File: src/rtl/nice_gemm_issuer.sv
// Initiator for the NICE GEMM protocol: holds a 13-word descriptor, issues six
// parameter beats plus one start beat, then waits for the multi-cycle response.
module nice_gemm_issuer #(
  parameter logic [6:0]  OPCODE         = 7'b0101011,
  parameter int unsigned TIMEOUT_CYCLES = 65535
) (
  input  logic        nice_clk,
  input  logic        nice_rst_n,
  input  logic        desc_we,
  input  logic [3:0]  desc_idx,
  input  logic [31:0] desc_wdata,
  input  logic        go,
  output logic        busy,
  output logic        done,
  output logic [2:0]  err_code,
  output logic        nice_req_valid,
  input  logic        nice_req_ready,
  output logic [31:0] nice_req_instr,
  output logic [31:0] nice_req_rs1,
  output logic [31:0] nice_req_rs2,
  input  logic        nice_rsp_1cyc_err,
  input  logic        nice_rsp_multicyc_valid,
  output logic        nice_rsp_multicyc_ready,
  input  logic        nice_rsp_multicyc_err
);

  // state    | meaning
  // IDLE     | accept descriptor writes and go
  // CHECK    | confirm every descriptor word has been written
  // ISSUE    | present beat 0..6 until accepted
  // WAIT_RSP | wait for the multi-cycle response or timeout
  // FIN      | one-cycle done pulse, err_code valid
  typedef enum logic [2:0] {
    S_IDLE,
    S_CHECK,
    S_ISSUE,
    S_WAIT_RSP,
    S_FIN
  } state_t;

  localparam logic [2:0] ERR_OK         = 3'd0;
  localparam logic [2:0] ERR_INCOMPLETE = 3'd1;
  localparam logic [2:0] ERR_1CYC       = 3'd2;
  localparam logic [2:0] ERR_MULTICYC   = 3'd3;
  localparam logic [2:0] ERR_TIMEOUT    = 3'd4;
  localparam logic [2:0] LAST_BEAT      = 3'd6;

  state_t      state, state_n;
  logic [2:0]  beat, beat_n;
  logic [31:0] timer, timer_n, timer_inc;
  logic [2:0]  err_q, err_n;

  logic [31:0] desc [13];
  logic [12:0] desc_mask;

  logic        req_xfer;
  logic        rsp_xfer;
  logic [3:0]  rs1_idx;
  logic [3:0]  rs2_idx;
  logic [6:0]  funct7;

  // Descriptor is only writable while idle so a running sequence sees a frozen copy.
  always_ff @(posedge nice_clk) begin
    if (!nice_rst_n) begin
      desc_mask <= '0;
      for (int i = 0; i < 13; i++) begin
        desc[i] <= '0;
      end
    end else if (desc_we && (state == S_IDLE) && (desc_idx < 4'd13)) begin
      desc[desc_idx]      <= desc_wdata;
      desc_mask[desc_idx] <= 1'b1;
    end
  end

  always_ff @(posedge nice_clk) begin
    if (!nice_rst_n) begin
      state <= S_IDLE;
      beat  <= '0;
      timer <= '0;
      err_q <= ERR_OK;
    end else begin
      state <= state_n;
      beat  <= beat_n;
      timer <= timer_n;
      err_q <= err_n;
    end
  end

  assign req_xfer  = nice_req_valid && nice_req_ready;
  assign rsp_xfer  = nice_rsp_multicyc_valid && nice_rsp_multicyc_ready;
  assign timer_inc = (&timer) ? timer : timer + 32'd1;

  always_comb begin
    state_n = state;
    beat_n  = beat;
    timer_n = timer;
    err_n   = err_q;
    case (state)
      S_IDLE: begin
        if (go) begin
          err_n   = ERR_OK;
          state_n = S_CHECK;
        end
      end
      S_CHECK: begin
        if (&desc_mask) begin
          beat_n  = '0;
          state_n = S_ISSUE;
        end else begin
          err_n   = ERR_INCOMPLETE;
          state_n = S_FIN;
        end
      end
      S_ISSUE: begin
        if (req_xfer) begin
          if (beat == LAST_BEAT) begin
            timer_n = '0;
            state_n = S_WAIT_RSP;
          end else if (nice_rsp_1cyc_err) begin
            err_n   = ERR_1CYC;
            state_n = S_FIN;
          end else begin
            beat_n = beat + 3'd1;
          end
        end
      end
      S_WAIT_RSP: begin
        // A response landing on the timeout cycle takes priority.
        if (rsp_xfer) begin
          err_n   = nice_rsp_multicyc_err ? ERR_MULTICYC : ERR_OK;
          state_n = S_FIN;
        end else begin
          timer_n = timer_inc;
          if ((TIMEOUT_CYCLES != 0) && (timer_inc >= TIMEOUT_CYCLES)) begin
            err_n   = ERR_TIMEOUT;
            state_n = S_FIN;
          end
        end
      end
      S_FIN: begin
        state_n = S_IDLE;
      end
      default: begin
        state_n = S_IDLE;
      end
    endcase
  end

  // Beat k carries words 2k/2k+1; the start beat carries word 12 alone.
  assign rs1_idx = {beat, 1'b0};
  assign rs2_idx = {beat, 1'b1};
  assign funct7  = (beat == LAST_BEAT) ? 7'b1000000 : (7'd1 << beat);

  always_comb begin
    nice_req_valid = 1'b0;
    nice_req_instr = '0;
    nice_req_rs1   = '0;
    nice_req_rs2   = '0;
    if (state == S_ISSUE) begin
      nice_req_valid = 1'b1;
      nice_req_instr = {funct7, 18'b0, OPCODE};
      nice_req_rs1   = desc[rs1_idx];
      nice_req_rs2   = (beat == LAST_BEAT) ? 32'd0 : desc[rs2_idx];
    end
  end

  assign nice_rsp_multicyc_ready = (state == S_WAIT_RSP);
  assign busy                    = (state != S_IDLE);
  assign done                    = (state == S_FIN);
  assign err_code                = err_q;

endmodule

File: config.mk
export PLATFORM = sky130hd
export DESIGN_NAME = nice_gemm_issuer
export DESIGN_NICKNAME = d
export VERILOG_FILES = /design/src/rtl/nice_gemm_issuer.sv
export SDC_FILE = /design/constraint.sdc
export NUM_CORES = 1
export LEC_CHECK = 0
export CORE_UTILIZATION = 54
export DETAILED_ROUTE_END_ITERATION = 6
export HOLD_SLACK_MARGIN = 0.08
export PLACE_DENSITY = 0.79
export SLEW_MARGIN = 15
export SYNTH_ARGS = -nofsm -noshare
export SYNTH_HDL_FRONTEND = slang
export SYNTH_SLANG_ARGS = --single-unit
File: constraint.sdc
create_clock -name nice_clk -period 4 [get_ports nice_clk]
set_input_delay 0.6 -clock nice_clk [delete_from_list [all_inputs] [get_ports nice_clk]]
set_output_delay 0.6 -clock nice_clk [all_outputs]
set_load 0.01 [all_outputs]
==> results of run 1 <==
routing by layer:
layer  part of all wire, %  vias to the layer above  global-route usage (%)  routed length, um
li1                      -                     7051                       -                  -
met1                    40                     8031                    33.6              24300
met2                    50                      724                    43.0              30900
met3                   8.1                       92                    4.36               4940
met4                   2.0                        0                    6.27               1240
met5                     0                        -                       0                  0
metrics by stage:
stage	setup slack [ns]	power (W)	utilization, %	cells	area, sq um
after floorplan	-0.186	0.00764	-	1966	26800
after global placement	0.883	0.00821	59.7	2567	28600
after detailed placement	0.811	0.00826	59.7	2567	28600
after CTS	0.416	0.0134	63.4	2666	30400
after global routing	0.292	0.0137	63.4	2666	30400
final	0.432	0.0133	63.4	2666	30400
critical path, stage by stage (launching register included):
cell and delay, ns:
dfxtp_1 0.54, nand2b_1 0.16, or2_2 0.32, buf_4 0.29, a21oi_1 0.32, and3_1 0.20, clkdlybuf4s50_1 0.54
cell type report:
cell class                      count  area, sq um
Clock buffer                       71         1490
Multi-Input combinational cell   1201         9550
Fill cell                        3365        17500
Clock inverter                     28          289
Tap cell                          615          769
Sequential cell                   569        16500
Timing Repair Buffer              169         1740
Inverter                           13         48.8
synth_stat cells, types with 13 or more instances:
library cell  instances  share of area, %
dfxtp_1              57               4.3
o21ai_0              41              0.78
edfxtp_1            512                58
nand2_1              55              0.78
nand4_1              18              0.43
and2_1              386               9.2
and3_1               45               1.1
a21oi_1              32              0.61
clkbuf_1            115               1.6
nor3_1               16              0.30
nand3_1              22              0.42
a31oi_1              13              0.31
nor2_1              121               1.7
buf_4                29              0.83
buf_1                19              0.27
mux2i_1              69               2.6
mux4_2              128                11
power breakdown:
part / switching (W) / total [W] / internal [W]
sequential: 0.000101 / 0.00688 / 0.00678
combinational: 0.000755 / 0.00125 / 0.000497
clock: 0.00221 / 0.00515 / 0.00295
total: 0.00306 / 0.0133 / 0.0102
sequential cells by signal, summed over array words and instances (netlist names), named ones only:
name and flops:
desc 512, desc_mask 13, beat 3, err_code 3
state 3, timer 32
logic make-up after synthesis:
kind of cell             Yosys count
AO/OA/AOI/OAI                    142
AND/OR/NAND/NOR                  731
XOR/XNOR                           8
other                              1
flip-flops                       569
adder cells (fa/ha/maj)            6
buffers and inverters            196
multiplexers                     197
final timing paths:
kind / slack (ns) / endpoint / depth (start not counted)
hold / removal: 0.46 / desc_mask[0]$_SDFFE_PN0P_ / 1
setup / recovery: 0.43 / nice_req_instr[30] / 6
setup reg to reg: 0.78 / state[2]$_SDFFE_PN0P_ / 9
hold reg to reg: 0.46 / desc_mask[0]$_SDFFE_PN0P_ / 1
==> impl_results.md, run 1 <==
- Status: finished, final reports clean
- XOR/XNOR Fraction of Synth Area: 0.266%
- Maxcap violations: 0
- Fin Hold WS: 0.459 ns
- Syn-to-layout area delta: 15.4%
- First-pass GRT wire length: 94000 um
- Height of the die: 223 um
- Synth Area in Compound Gates: 3.68%
- Antenna Nets Post-Route: 0
- Sequential fraction of the synthesis area: 62.7%
- Worst Path Required: 3.40 ns
- Startpoint Class: register
- Reg2reg start: timer[0]$_SDFFE_PN0P_
- Worst setup path start: state[1]$_SDFFE_PN0P_
- DP HPWL: 37100 um
- Clock transition at path regs: 0.06 ns
- Row count: 80
- Root Driver: clkbuf_16
- Crit. End Element: output port
- Final wirelength: 61300 um
- Largest family of logic cells by synthesized area: simple AND/OR/NAND/NOR gates
- Pin count of the biggest net entering global routing: 51
- Layout cells sized above 1: 15.2%
- Worst-Margin Slew: 1.13 ns
- Gp weighted congestion: 0.882
- Initial DRC Count: 1622
- CTS buffer count: 56
- Async set-reset flop share out of synthesis: 0%
- Simple-gate area share of the yosys netlist: 16.0%
- Post-CTS Setup Bufs: 0
- Cells after Synth: 1850
- Total number of vias: 15898
- Starting Density: 55.0%
- Core Region: 0.0479 sq mm
- Number of setup violations in the final report: 0
- Total Routing Usage GR: 25.2%
- Vias per cell: 5.96
- H-tree levels: 2
- Warnings, synthesis: 0
- Vias in the first global route: 16002
- Hold Crit Start: desc_mask[0]$_SDFFE_PN0P_
- Detailed Routing Iterations Pass 1: 6
- I/O pin count: 147
- Die width: 223 um
- Relative slew slack: 24.7%
- Power Density: 437 mW/mm^2
- RSZ-0062 raised after global routing: no
- Hold buffers post-CTS: 0
- WS Path Type: register to output port
- Post-synth EDFFs: 512
- Clk Latency, worst-skew pair: 0.62 ns
- Worst ir drop on vdd: 0.000355 V
- Clock skew: 0.0161 ns
- Primary FF master, synth: edfxtp_1
- Cts repair resizes: 0
- Fin Setup TNS: 0 ns
- Pleak: 10.7 nW
- Most frequent cells in the layout: edfxtp_1 (512), and2_1 (386), mux4_2 (128)
- CP Data Arrival Time: 2.97 ns
- Class of the worst hold path: register to register
- Clk sink count: 569
- FMAX: 0.280 GHz
- I/O Buffers: 125
- Adder-cell share of the synthesized area: 0.285%
- Final min period: 3.57 ns
- Mux share of post-synthesis cell area: 13.6%
- # DRC: 0
- Die area: 0.0497 sq mm
- Mapped Area: 0.0264 sq mm
- Maximum clock insertion buffer count: 3
- Initial antenna violation count: 0
- Final Cycle Share: 89.2%
- CTS tree: done
- GR Overflow Total: 0
- Layout Nets: 2060
- Routed len/inst: 23.0 um
- FF+latch count, synth: 569
- Hold Vio Cnt, Final: 0
- Antenna Cells: 0
- Mean post-synth cell area: 14.2 sq um
- Worst-path fanout max: 38
- Commonest non-fill, non-tap cell in the layout: edfxtp_1
- Fin. max-slew vios: 0
- Synth cell types: 75
Power figures use the tool's default switching activity.
==> run 2, diff against run 1 <==
--- a/config.mk
+++ b/config.mk
@@ -8,7 +8,7 @@
 export CORE_UTILIZATION = 54
 export DETAILED_ROUTE_END_ITERATION = 6
 export HOLD_SLACK_MARGIN = 0.08
-export PLACE_DENSITY = 0.79
+export PLACE_DENSITY = 0.83
 export SLEW_MARGIN = 15
 export SYNTH_ARGS = -nofsm -noshare
 export SYNTH_HDL_FRONTEND = slang
==> run 2 against run 1 <==
Register-to-register slack improved by 0.09 ns. Flip-flop and latch count did not move. Cell area rose by 0.63%. Clock power rose by 4.5%. Critical path type unchanged.
==> impl_results.md, run 2 (synthesis results as in run 1) <==
- Core Region: 0.0479 sq mm (unchanged)
- Biggest regs: desc x512, timer x32, desc_mask x13
- Clock transition at path regs: 0.06 ns (about the same)
- Relative slew slack: 45.2% (+20 points)
- Commonest non-fill, non-tap cell in the layout: edfxtp_1
- Antenna Nets Post-Route: 0 (unchanged)
- Pin count of the biggest net entering global routing: 52 (+2.0%)
- Routed len/inst: 24.2 um (+5.1%)
- I/O pin count: 147 (unchanged)
- Post-CTS Setup Bufs: 0 (unchanged)
- Fin. max-slew vios: 0 (unchanged)
- Total number of vias: 16419 (+3.3%)
- Final wirelength: 64900 um (+5.8%)
- Initial antenna violation count: 1 (+1)
- Layout Nets: 2071 (+0.53%)
- Cells after DPL: 2578 (+0.43%)
- Most frequent cells in the layout: edfxtp_1 (512), and2_1 (386), mux4_2 (128)
- First-pass GRT wire length: 98600 um (+4.8%)
- RSZ-0062 raised after global routing: no
- Worst-Margin Slew: 0.823 ns (-0.305 ns)
- Post-layout util: 63.8% (+0.40 points)
- Clock skew: 0.0129 ns (-0.00322 ns)
- Worst-path fanout max: 20 (-47%)
- FMAX: 0.262 GHz (-6.7%)
- CP Data Arrival Time: 3.22 ns (+0.25 ns)
- DP HPWL: 39600 um (+6.9%)
- Starting Density: 55.0% (unchanged)
- Path depth of the worst reg2reg path: 8 (-1)
- Fin Hold WS: 0.452 ns (-0.00752 ns)
- Number of setup violations in the final report: 0 (unchanged)
- Pleak: 10.9 nW (+1.2%)
- WS Path Type: register to output port
- Final min period: 3.82 ns (+0.256 ns)
- Register area: 0.0165 sq mm (unchanged)
- Power Density: 443 mW/mm^2 (+1.5%)
- Clk Latency, worst-skew pair: 0.63 ns (about the same)
- Detailed Routing Iterations Pass 1: 7 (+1)
- Hold depth: 1 (unchanged)
- Class of the worst hold path: register to register
- Layout cells sized above 1: 15.9% (+0.69 points)
- CTS buffer count: 56 (unchanged)
- Vias in the first global route: 16637 (+4.0%)
- # DRC: 0 (unchanged)
- Row count: 80 (unchanged)
- Largest reg by FF count: desc
- Clk sink count: 569 (unchanged)
- Maxcap violations: 0 (unchanged)
- Hold buffers post-CTS: 0 (unchanged)
- Syn-to-layout area delta: 16.1%
- Worst ir drop on vdd: 0.000363 V (+2.1%)
- GR Overflow Total: 0 (unchanged)
- Max FFs per register: 512 (unchanged)
- Gp weighted congestion: 0.903 (+2.5%)
- Post-route insts no fill: 2684 (+0.68%)
- Worst Path Required: 3.40 ns (about the same)
- Final Cycle Share: 95.6% (+6.4 points)
- I/O Buffers: 125 (unchanged)
- Status: finished, final reports clean
- Total Routing Usage GR: 26.5% (+1.3 points)
- Die area: 0.0497 sq mm (unchanged)
- Startpoint Class: register
- Antenna Cells: 0 (unchanged)
- Crit. End Element: output port
- Initial DRC Count: 1838 (+13%)
- Cts repair resizes: 0 (unchanged)
- Vias per cell: 6.12 (+2.6%)
- Multi-input combinational cell area: 0.00950 sq mm (-0.47%)
- Height of the die: 223 um (unchanged)
- Die width: 223 um (unchanged)
- Register-to-register setup slack: 0.87 ns (+0.09 ns)
- Root Driver: clkbuf_16
- Maximum clock insertion buffer count: 3 (unchanged)
- CTS tree: done
- Hold Vio Cnt, Final: 0 (unchanged)
- H-tree levels: 2 (unchanged)
- Layout fillers: 3311 (-1.6%)
==> run 2: cell count changes in the layout (fill, tap and decap cells not counted), moves of 2 or more <==
cell        previous run  this run
buf_12                13        18
clkinv_1              10         7
nor2_2                 0        10
clkbuf_8               3         5
buf_4                 32        37
clkinvlp_4             2         0
clkbuf_1              12        17
clkinv_2               9        12
nor2_4                10         0
bufinv_16              5         7
==> run 2: where the power goes <==
part	leakage (nW)	switching, W	internal, W
clock network	0.923	0.00225	0.00314
logic	4.24	0.000801	0.000501
registers	5.70	0.000100	0.00678
total	10.9	0.00315	0.0104
==> run 2: worst max-delay path, stage by stage (launching register included) <==
cell             delay (ns)
dfxtp_1                0.47
nand2b_1               0.15
or2_2                  0.52
clkinv_1               0.14
nand2_2                0.29
buf_4                  0.32
nor2_1                 0.15
clkdlybuf4s50_1        0.55
==> run 2: final cells by class <==
class,instances,area share (%)
clock buffer,78,5.01
clock inverter,28,1.10
inverter,13,0.159
multi-input combinational,1201,31.1
sequential,569,54.0
tap,615,2.51
timing repair buffer,180,6.16
==> run 2: through the flow <==
step	TNS (ns)	power [W]	instance area, sq um	setup WS (ns)
finish	0	0.0136	30600	0.176
global route	0	0.0139	30600	0.000506
CTS	0	0.0136	30600	0.140
detailed placement	0	0.00829	28700	0.844
global placement	0	0.00824	28700	0.893
floorplan	-17.82	0.00764	26800	-0.186
==> run 2: metal layers <==
layer  global-route usage [%]  routed length [um]
met1                     35.0               24800
met3                     4.43                5980
met5                        0                   9
met2                     44.3               32200
met4                     9.72                1950
==> run 2: path summary, 6_finish.rpt <==
check	start	end
worst max-delay path	state[1]$_SDFFE_PN0P_	nice_req_rs2[16]
worst min-delay path	desc_mask[4]$_SDFFE_PN0P_	desc_mask[4]$_SDFFE_PN0P_
worst max register to register	timer[7]$_SDFFE_PN0P_	err_code[2]$_SDFFE_PN0P_
worst min register to register	desc_mask[4]$_SDFFE_PN0P_	desc_mask[4]$_SDFFE_PN0P_
